### src/rtl/univ_shift_reg.sv
// Universal shift register: bidirectional serial shift, parallel load/read, and a
// bits-remaining counter with a one-cycle done pulse. Define UNIV_SHIFT_REG_ROTATE_EN to rotate.
module univ_shift_reg #(
   parameter int unsigned WIDTH = 8,
   localparam int unsigned CW = $clog2(WIDTH + 1)
) (
   input  logic             clk,
   input  logic             rst,
   input  logic             en,
   input  logic [1:0]       mode,
   input  logic             sin_r,
   input  logic             sin_l,
   input  logic [WIDTH-1:0] pin,
   output logic [WIDTH-1:0] q,
   output logic             sout_r,
   output logic             sout_l,
   output logic [CW-1:0]    cnt,
   output logic             empty,
   output logic             done
);

   typedef enum logic [1:0] {
      ModeHold  = 2'b00,
      ModeShr   = 2'b01,
      ModeShl   = 2'b10,
      ModeLoad  = 2'b11
   } mode_e;

   logic [WIDTH-1:0] data_q, data_d;
   logic [CW-1:0]    cnt_q, cnt_d;
   logic             done_q, done_d;
   logic             shr_in, shl_in;
   mode_e            mode_sel;

`ifdef UNIV_SHIFT_REG_ROTATE_EN
   // Serial inputs are kept as ports but the shift wraps the register onto itself.
   logic unused_sin;
   assign unused_sin = sin_r ^ sin_l;
   assign shr_in     = data_q[0];
   assign shl_in     = data_q[WIDTH-1];
`else
   assign shr_in = sin_r;
   assign shl_in = sin_l;
`endif

   assign mode_sel = mode_e'(mode);

   always_comb begin
      data_d = data_q;
      cnt_d  = cnt_q;
      done_d = 1'b0;
      if (en) begin
         unique case (mode_sel)
            ModeHold: begin
               data_d = data_q;
            end
            ModeShr: begin
               data_d = {shr_in, data_q[WIDTH-1:1]};
            end
            ModeShl: begin
               data_d = {data_q[WIDTH-2:0], shl_in};
            end
            ModeLoad: begin
               data_d = pin;
               cnt_d  = CW'(WIDTH);
            end
            default: begin
               data_d = data_q;
            end
         endcase
         // Every shift, in either direction, consumes one bit of the loaded word.
         if ((mode_sel == ModeShr) || (mode_sel == ModeShl)) begin
            if (cnt_q > CW'(1)) begin
               cnt_d = cnt_q - CW'(1);
            end else if (cnt_q == CW'(1)) begin
               cnt_d  = '0;
               done_d = 1'b1;
            end
         end
      end
   end

   always_ff @(posedge clk) begin
      if (rst) begin
         data_q <= '0;
         cnt_q  <= '0;
         done_q <= 1'b0;
      end else begin
         data_q <= data_d;
         cnt_q  <= cnt_d;
         done_q <= done_d;
      end
   end

   assign q      = data_q;
   assign sout_r = data_q[0];
   assign sout_l = data_q[WIDTH-1];
   assign cnt    = cnt_q;
   assign empty  = (cnt_q == '0);
   assign done   = done_q;

endmodule

### config.mk
export PLATFORM = sky130hd
export DESIGN_NAME = univ_shift_reg
export DESIGN_NICKNAME = d
export VERILOG_FILES = /design/src/rtl/univ_shift_reg.sv
export SDC_FILE = /design/constraint.sdc
export NUM_CORES = 1
export LEC_CHECK = 0
export BUFFER_PORTS_ARGS = -buffer_cell sky130_fd_sc_hd__buf_2
export CAP_MARGIN = 20
export CELL_PAD_IN_SITES_DETAIL_PLACEMENT = 0
export CELL_PAD_IN_SITES_GLOBAL_PLACEMENT = 1
export CORE_MARGIN = 1
export CORE_UTILIZATION = 33
export CTS_BUF_LIST = sky130_fd_sc_hd__clkbuf_8 sky130_fd_sc_hd__clkbuf_16
export DETAILED_ROUTE_END_ITERATION = 10
export PLACE_DENSITY_LB_ADDON = 0.1
export SLEW_MARGIN = 15
export SYNTH_ARGS = -nofsm -noshare
export SYNTH_HDL_FRONTEND = slang
export SYNTH_SLANG_ARGS = --single-unit
### constraint.sdc
create_clock -name clk -period 1.85 [get_ports clk]
set_clock_uncertainty 0.1 [all_clocks]
set_input_delay 0.185 -clock clk [delete_from_list [all_inputs] [get_ports clk]]
set_output_delay 0.185 -clock clk [all_outputs]
set_load 0.01 [all_outputs]
### Yosys cells after proc, flatten, opt, wreduce, memory -nomap -nowiden

Cells that the tools add are included.
W data, S select, Z words.

* register bits: 13
* input bits: 15
* output and inout port bits: 16
* word-level logic and storage cells: 23

* add/sub/neg operators: 1
* magnitude comparators: 1
* equality and inequality tests: 4
* muxes and demuxes: 6
* bitwise gates (word level): 3
* reductions and logical operators: 5

Operators by type and width (count)
* $pmux W8 S3: 1
* $mux W4: 4
* $eq A2 B2 Y1 const B: 2
* $eq A4 B1 Y1 const B: 1
* $gt A4 B1 Y1 const B: 1
* $logic_not A4 Y1: 1
* $reduce_or A4 Y1: 1
* $sub A4 B1 Y4 const B: 1
* $not A1 Y1: 3
* $eq A2 B1 Y1 const B: 1
* $logic_not A2 Y1: 1
* $reduce_and A2 Y1: 1
* $logic_or A1 B1 Y1: 1
* $mux W1: 1

### Logic depth before layout (Yosys ltp)

Gate-level depths: netlist of run 1.

* depth after elaboration: 5
* mapped depth: 7
* gate-level depth less buffers: 6

### Worst setup path before layout of run 1

OpenSTA, ideal clock, no wires.

* kind: register -> register
* from: register cnt_q[0], in the netlist cnt[0]
* to: register cnt_q[3], in the netlist cnt[3]
* setup time: 0.134 ns
* arrival: 1.276 ns
* required time: 1.616 ns
* path slack: 0.340 ns
* cell stages (with the launch flop): 7
* path buffers: 0
* clock period less this slack: 1.510 ns
* path through: dfxtp_1 -> inv_1 -> ha_1 -> nor2_1 -> o311ai_2 -> o31ai_1 -> nor3_1

* cells in the longest elaborated chain, start to end: 4
* elaborated cells between the ends (all ways): 6
* classes of those cells: add/sub: 1; order compare: 1; eq/ne: 1; mux: 3

RTL lines
* start, declared: line 30 `logic [CW-1:0] cnt_q, cnt_d;`
* start signal, assigned: line 90 `cnt_q <= cnt_d;`
* parallel branches: the longest is 2 deep, another holds $sub A4 B1 Y4
* $mux W4 *: line 73 `if (cnt_q > CW'(1)) begin`
* $mux W4 *: line 72 `if ((mode_sel == ModeShr) || (mode_sel == ModeShl)) begin`

Mark *: on every way between the ends.
A chain may end at the register's enable or synchronous reset.

### Worst setup path in the final report of run 1

* from: register cnt_q[0], in the netlist cnt[0]
* to: register cnt_q[1], in the netlist cnt[1]

The elaborated chain is that of the path after synthesis.

==> impl_metrics.ini, run 1 <==
[detailed_routing]
num_vias = 782
drc = 0
drt-total-wl_um = 1850
first_pass_iters = 4
drt-initial-drc-count = 27
postRouteAntennaNets = 0
wl_per_cell_um = 12.6
vias_per_cell = 5.32

[clocking]
clock_latency_ns = 0.24
ctsLongestPathBuffers = 2
cts_tree = built
cts.sinks = 13
cts_made_buffers = 3
cts_root_buf = clkbuf_8
clk_pin_slew_ns = 0.06
hold_buffers = 0
cts_max_level = 1
ctsResizeCount = 0
post_cts_buffers = 0

[floorplanning]
fp.dieArea_um2 = 2560
io_pins = 31
coreArea_um2 = 2210
dieHeight_um = 50.6
row_count = 17
start_util = 0.352
die_w_um = 50.6

[outcome]
status = finished clean

[power_and_ir_drop]
intPower_w = 0.000521
p_per_area_nw_per_um2 = 758
seq_power_share = 0.436
ir_drop_mv = 0.301
p_switching_w = 0.000217
leakagePower_nw = 0.420
combPwrFrac = 0.228
p_sw_frac = 0.294
pwr-share-clk = 0.336

[worst_hold_path]
hold_path.class = input port to register

[critical_path]
crit_chain = inv_1, ha_1, nor2_1, o311ai_2, or2_1, a21oi_1
crit_required_ns = 1.92
end_kind = register
crit_path_top_delay_cell = dfxtp_1
max_stage_delay_ns = 0.40
crit_family = flip-flops
worst_ep_arrival_time_ns = 1.66
r2r_slack_ns = 0.26
critPathKind = register to register
cp-start-kind = register
critPathBufInv = 1
cp_max_fo = 5

[final_layout]
antenna_cells = 0
fin_util = 0.440
area_growth_pct = 25.1
layout.nets = 141
drive_gt1_frac = 0.328

[synthesis]
syn_area_per_cell_um2 = 8.65
synthCells = 90
synth_top_family_by_area = compound AO/OA/AOI/OAI gates
synth_area_um2 = 778
synth.distinct_cells = 28
ys_warn_count = 0
synth_fa_ha_area_frac = 0.0965
synth_compound_area_frac = 0.273
synth_xor_xnor_area_share = 0
syn_nets = 111
yosys.area_share.simple = 0.207
synth_seq_area_share = 0.334
ys_ff_latch = 13
muxShareOfSynthArea = 0

[sta]
finalCritPeriodShare = 0.857
timing.fmax_mhz = 631
final.setup.tns_ns = 0
holdWs_ns = 0.121
layout_min_cycle_time_ns = 1.59
setup_slack_ns = 0.264
tightest_slew_ns = 0.398
slew_headroom = 0.735
rsz0062_at_grt = false
slew_viol_final = 0
hold_violations = 0
setup_viol = 0

[placement]
post-dp-hpwl_um = 1340
gp_congestion = 0.762
place_ws_ns = 0.270
io_buffers = 30

[global_route]
grt_util_all_layers = 0.156
overflow = 0
antenna_found_initial = 0
grt_pass1_wl_um = 2960
grt_pass1_vias = 664
grt_max_degree = 17

[flow_run]
drv_cap = 0
-- placed cells by master, fill, tap and decap left out, drive strengths merged --
cell     Yosys  final
or2          1      1
a21oi        3      3
nor3         3      3
nor2b        2      2
nand2b       1      1
nor2        11     11
o21a         1      1
a2bb2oi      1      1
a311oi       8      8
a22oi        8      8
o21ai        3      3
nand3        2      2
nand4b       2      2
buf          5     32
nand2        8      8
o31ai        1      1
nor3b        1      1
nand4        1      1
ha           6      6
dfxtp       13     13
and2         1      1
inv          5      6
o311ai       1      1
clkbuf       2      3
-- registers in the layout (all words and copies together) (netlist names) --
signal	cells
cnt	4
q	8
done	1
-- metal layers --
layer | wire, µm | vias to the layer above | GRT usage | part of all wire
met5 | 0 | - | 0 | 0
li1 | - | 385 | - | -
met2 | 844 | 26 | 0.227 | 0.46
met3 | 90 | 2 | 0.0273 | 0.049
met1 | 909 | 369 | 0.220 | 0.49
met4 | 9 | 0 | 0.0694 | 0.0049
-- power groups by stage --
stage / combinational [W] / clock (W) / sequential [W]
after floorplan: 0.000104 / 0 / 0.000333
after global placement: 0.000167 / 0 / 0.000326
after detailed placement: 0.000167 / 0 / 0.000327
after CTS: 0.000169 / 0.000256 / 0.000321
after global routing: 0.000187 / 0.000271 / 0.000324
final: 0.000168 / 0.000248 / 0.000322
-- final timing paths --
check	startpoint	to	cells past startpoint
worst max-delay path	cnt[0]	cnt[1]	6
worst min-delay path	sin_r	q[7]	3
worst max register to register	cnt[0]	cnt[1]	6
worst min register to register	q[4]	q[3]	2
-- per-stage QoR --
stage | instances | total power (W) | area, µm²
after global placement | 143 | 0.000494 | 928
after CTS | 147 | 0.000746 | 973
final | 147 | 0.000738 | 973
after global routing | 147 | 0.000782 | 973
after detailed placement | 143 | 0.000495 | 928
after floorplan | 90 | 0.000438 | 778
-- cells in the mapped netlist, drive strengths merged --
library cell	count	share of area
a22oi	8	0.077
a2bb2oi	1	0.011
o21ai	3	0.019
clkbuf	2	0.0096
nor3	3	0.019
buf	5	0.055
or2	1	0.0080
nor2	11	0.056
a311oi	8	0.11
nand4b	2	0.023
nand4	1	0.0080
nand2b	1	0.0080
o311ai	1	0.021
nand2	8	0.039
o21a	1	0.0096
inv	5	0.024
nor3b	1	0.0096
o31ai	1	0.0096
a21oi	3	0.019
dfxtp	13	0.33
ha	6	0.096
nand3	2	0.013
and2	1	0.0080
nor2b	2	0.016
-- kinds of logic (layout without fill, tap and decap cells) --
kind of cell | Yosys count | in the layout
AO/OA/AOI/OAI | 26 | 26
adder cells (fa/ha/maj) | 6 | 6
buffers and inverters | 12 | 41
AND/OR/NAND/NOR | 33 | 33
flip-flops | 13 | 13
-- layout make-up --
cell class,instances,area (µm²)
Sequential cell,13,260
Multi-Input combinational cell,65,449
Timing Repair Buffer,32,165
Fill cell,228,1240
Clock buffer,3,41.3
Inverter,5,18.8
Tap cell,28,35.0
Clock inverter,1,3.75
-- worst min-delay path, stage by stage --
cell and delay (ns):
buf_2 0.10, nand2_1 0.05, a311oi_1 0.08
No activity file was read; power rests on OpenSTA's default activity.
==> inputs of run 2 (changes only) <==
--- a/config.mk
+++ b/config.mk
@@ -9,11 +9,11 @@
 export CAP_MARGIN = 20
 export CELL_PAD_IN_SITES_DETAIL_PLACEMENT = 0
 export CELL_PAD_IN_SITES_GLOBAL_PLACEMENT = 1
-export CORE_MARGIN = 1
+export CORE_MARGIN = 5
 export CORE_UTILIZATION = 33
 export CTS_BUF_LIST = sky130_fd_sc_hd__clkbuf_8 sky130_fd_sc_hd__clkbuf_16
 export DETAILED_ROUTE_END_ITERATION = 10
-export PLACE_DENSITY_LB_ADDON = 0.1
+export PLACE_DENSITY = 0.85
 export SLEW_MARGIN = 15
 export SYNTH_ARGS = -nofsm -noshare
 export SYNTH_HDL_FRONTEND = slang
==> run 2 against run 1 <==
Against the previous run: register-to-register slack got worse by 0.02 ns; global-route usage fell by 4.0 points; non-clock buffer count did not move; combinational power barely moved; critical endpoint is now cnt[3]; largest power group unchanged; highest routed layer unchanged.
==> impl_metrics.ini, run 2 (same netlist as run 1, synthesis figures left out) <==
[final_layout]
fin_util = 0.436
final_common_cell = buf_2
drive_gt1_frac = 0.328
mostFrequentLayoutCells = buf_2 (30), dfxtp_1 (13), nor2_1 (10)
antenna_cells = 0
multi_input_area_um2 = 449
fillers = 240
final-seq-area_um2 = 260
largest_reg_flops = 8
area_growth_pct = 25.1
layout.nets = 141

[floorplanning]
coreArea_um2 = 2230
fp.dieArea_um2 = 3430
row_count = 17
dieHeight_um = 58.6
start_util = 0.348
io_pins = 31
die_w_um = 58.6

[worst_hold_path]
hold_path.class = input port to register
min_path_cells = 3
min-delay-start = sin_r
worstHoldEndpoint = q[7]

[detailed_routing]
drt-total-wl_um = 1930
num_vias = 789
drt-initial-drc-count = 16
first_pass_iters = 4
drc = 0
postRouteAntennaNets = 0
vias_per_cell = 5.37
wl_per_cell_um = 13.1

[sta]
layout_min_cycle_time_ns = 1.60
tightest_slew_ns = 0.403
slew_headroom = 0.731
final.setup.tns_ns = 0
setup_viol = 0
finalCritPeriodShare = 0.866
rsz0062_at_grt = false
hold_violations = 0
timing.fmax_mhz = 624
slew_viol_final = 0

[global_route]
overflow = 0
grt_pass1_wl_um = 3100
grt_util_all_layers = 0.115
antenna_found_initial = 0
grt_max_degree = 17
grt_pass1_vias = 671

[critical_path]
reg2reg_depth = 6
cp-start-kind = register
critPathKind = register to register
r2r_slack_ns = 0.25
r2r_start = cnt[0]
crit_required_ns = 1.87
end_kind = register
r2r-end = cnt[3]
cp_max_fo = 5
worst_ep_arrival_time_ns = 1.62

[power_and_ir_drop]
p_per_area_nw_per_um2 = 752
leakagePower_nw = 0.420
ir_drop_mv = 0.401

[placement]
gp_congestion = 0.711
io_buffers = 30
post-dp-hpwl_um = 1440

[flow_run]
drv_cap = 0

[clocking]
hold_buffers = 0
cts_max_level = 1
ctsResizeCount = 0
cts_tree = built
cts_root_buf = clkbuf_8
clock_latency_ns = 0.24
cts_made_buffers = 3
post_cts_buffers = 0
clk_pin_slew_ns = 0.06
ctsLongestPathBuffers = 2
cts.sinks = 13

[outcome]
status = finished clean
run 2: cell counts in the layout (fill, tap and decap cells not counted):
Identical to the previous run, type by type.
run 2: stage by stage:
step	instances	total power (W)	setup slack [ns]	hold WS [ns]	cell area (µm²)
floorplan	90	0.000438	0.340	0.157	778
CTS	147	0.000740	0.248	0.111	973
global route	147	0.000780	0.106	0.111	973
detailed placement	143	0.000495	0.285	0.362	928
finish	147	0.000732	0.248	0.115	973
global placement	143	0.000491	0.306	0.359	928
run 2: worst max-delay path, cell delays in order, from the launching register on:
cell and delay (ns):
dfxtp_1 0.38, inv_1 0.10, ha_1 0.24, nor2_1 0.15, o311ai_2 0.14, o31ai_1 0.29, nor3_1 0.08
run 2: power breakdown:
group	switching (W)	internal [W]
sequential	0.0000222	0.000300
combinational	0.0000938	0.0000744
clock	0.0000961	0.000146
run 2: worst max-delay path by stage:
stage / slack (ns) / from / cells after the start / end
after global placement: 0.31 / cnt[0] / 6 / cnt[3]
after global routing: 0.11 / cnt[0] / 6 / cnt[3]
after CTS: 0.25 / cnt[0] / 6 / cnt[3]
after floorplan: 0.34 / cnt[0] / 6 / cnt[3]
after detailed placement: 0.28 / cnt[0] / 6 / cnt[3]
final: 0.25 / cnt[0] / 6 / cnt[3]
run 2: area by class of cell:
class                      instances  share of cell area
timing repair buffer              32               0.170
sequential                        13               0.267
tap                               28              0.0360
clock buffer                       3              0.0424
clock inverter                     1             0.00386
multi-input combinational         65               0.461
inverter                           5              0.0193
run 2: per-layer routing:
metal | vias up | track usage | routed length, µm
met5 | - | 0 | 0
met4 | 0 | 0.0298 | 14
met3 | 4 | 0.0329 | 121
met2 | 27 | 0.169 | 895
met1 | 370 | 0.164 | 899
li1 | 388 | - | -
==> inputs of run 3 (changes only) <==
--- a/config.mk
+++ b/config.mk
@@ -10,10 +10,10 @@
 export CELL_PAD_IN_SITES_DETAIL_PLACEMENT = 0
 export CELL_PAD_IN_SITES_GLOBAL_PLACEMENT = 1
 export CORE_MARGIN = 5
-export CORE_UTILIZATION = 33
+export CORE_UTILIZATION = 30
 export CTS_BUF_LIST = sky130_fd_sc_hd__clkbuf_8 sky130_fd_sc_hd__clkbuf_16
 export DETAILED_ROUTE_END_ITERATION = 10
-export PLACE_DENSITY = 0.85
+export PLACE_DENSITY = 0.82
 export SLEW_MARGIN = 15
 export SYNTH_ARGS = -nofsm -noshare
 export SYNTH_HDL_FRONTEND = slang
==> constraint.sdc (replaced) <==
create_clock -name clk -period 1.37 [get_ports clk]
set_clock_uncertainty 0.1 [all_clocks]
set_input_delay 0.137 -clock clk [delete_from_list [all_inputs] [get_ports clk]]
set_output_delay 0.137 -clock clk [all_outputs]
set_load 0.01 [all_outputs]
==> run 3 against run 2 <==
Against the previous run: the flow now finishes with violations (negative setup slack); first-iteration DRC count rose by 38%; worst setup slack worse by 0.31 ns; global-route usage down 0.27 points; sequential share of layout area is 3.5 points lower; non-clock buffer count up 11; flip-flop and latch count unchanged; routed wire length is 6.4% higher; largest cell class unchanged.
==> impl_metrics.ini, run 3 (same netlist as run 1, synthesis figures left out) <==
[outcome]
status = finished, violations left
violations = negative setup slack

[sta]
rsz0062_at_grt = true
slew_viol_final = 0
slew_headroom = 0.783
layout_min_cycle_time_ns = 1.43
hold_violations = 0
finalCritPeriodShare = 1.05
holdWs_ns = 0.0712
setup_viol = 3
final.setup.tns_ns = -0.105
setup_slack_ns = -0.0648
tightest_slew_ns = 0.324
timing.fmax_mhz = 697

[global_route]
overflow = 0
grt_max_degree = 17
antenna_found_initial = 0
grt_util_all_layers = 0.112
grt_pass1_vias = 703
grt_pass1_wl_um = 3170

[final_layout]
final_common_cell = buf_2
drive_gt1_frac = 0.462
area_growth_pct = 46.5
fin_util = 0.460
largest_reg_flops = 8
fin_cells = 160
antenna_cells = 0
mostFrequentLayoutCells = buf_2 (30), dfxtp_1 (11), buf_4 (11)
layout.nets = 152

[detailed_routing]
drc = 0
wl_per_cell_um = 12.8
drt-initial-drc-count = 22
first_pass_iters = 4
num_vias = 801
drt-total-wl_um = 2050
vias_per_cell = 5.01
postRouteAntennaNets = 0

[floorplanning]
row_count = 18
die_w_um = 60.9
dieHeight_um = 60.9
io_pins = 31
fp.dieArea_um2 = 3710
start_util = 0.314
coreArea_um2 = 2480

[clocking]
cts_made_buffers = 3
clock_latency_ns = 0.24
hold_buffers = 0
clk_pin_slew_ns = 0.06
cts_max_level = 1
cts_tree = built
cts.sinks = 13
cts_root_buf = clkbuf_8
ctsLongestPathBuffers = 2

[critical_path]
crit_required_ns = 1.13
r2r_slack_ns = -0.02
cp_max_fo = 4
worst_ep_arrival_time_ns = 1.20
end_kind = primary output
cp-start-kind = register
r2r_start = cnt[0]
reg2reg_depth = 6
critPathKind = register to primary output
r2r-end = cnt[1]

[flow_run]
drv_cap = 0

[placement]
placed_cells = 155
post-dp-hpwl_um = 1540
gp_congestion = 0.701
io_buffers = 30
place_ws_ns = -0.109

[worst_hold_path]
worstHoldEndpoint = q[7]
min_path_cells = 3
min-delay-start = sin_r
hold_path.class = input port to register

[power_and_ir_drop]
ir_drop_mv = 0.460
leakagePower_nw = 0.488
p_per_area_nw_per_um2 = 929
==> run 3: worst max-delay path by stage <==
stage,from,endpoint,slack [ns]
floorplan,cnt[0],cnt[0],0.005
global placement,mode[0],cnt[1],-0.09
detailed placement,mode[0],cnt[0],-0.11
CTS,cnt[0],empty,-0.06
global route,cnt[0],cnt[1],-0.12
finish,cnt[0],empty,-0.06
==> run 3: repair_timing <==
item	CTS	global route
gates resized for setup	9	3
setup endpoints to repair	4	5
buffers inserted	1	0
pin swaps	3	6
==> run 3: cell type report <==
cell class,instances,area [µm²]
Clock inverter,1,3.75
Inverter,5,23.8
Tap cell,30,37.5
Multi-Input combinational cell,65,513
Timing Repair Buffer,43,255
Sequential cell,13,265
Fill cell,268,1340
Clock buffer,3,41.3
==> run 3: through the flow <==
stage          power (W)  instance area [µm²]
2_1_floorplan   0.000600                  811
3_3_place_gp    0.000703                 1040
3_5_place_dp    0.000710                 1040
4_1_cts          0.00106                 1130
5_1_grt          0.00113                 1140
6_report         0.00106                 1140
==> run 3: layer usage <==
metal	wire length (µm)	up-vias	global-route usage
met5	0	-	0
met1	931	371	0.150
met4	26	0	0.0495
met3	130	2	0.0170
met2	966	22	0.179
li1	-	406	-
==> run 3: worst max-delay path, stage by stage, from the launching register on <==
cell and delay (ns):
dfxtp_4 0.38, inv_4 0.05, buf_6 0.11, ha_4 0.13, nor3b_2 0.14, buf_2 0.15
==> run 3: power breakdown <==
part | switching (W) | internal (W) | total, W
registers | 0.0000284 | 0.000405 | 0.000433
clock network | 0.000128 | 0.000197 | 0.000325
logic | 0.000153 | 0.000148 | 0.000301
total | 0.000309 | 0.000750 | 0.00106
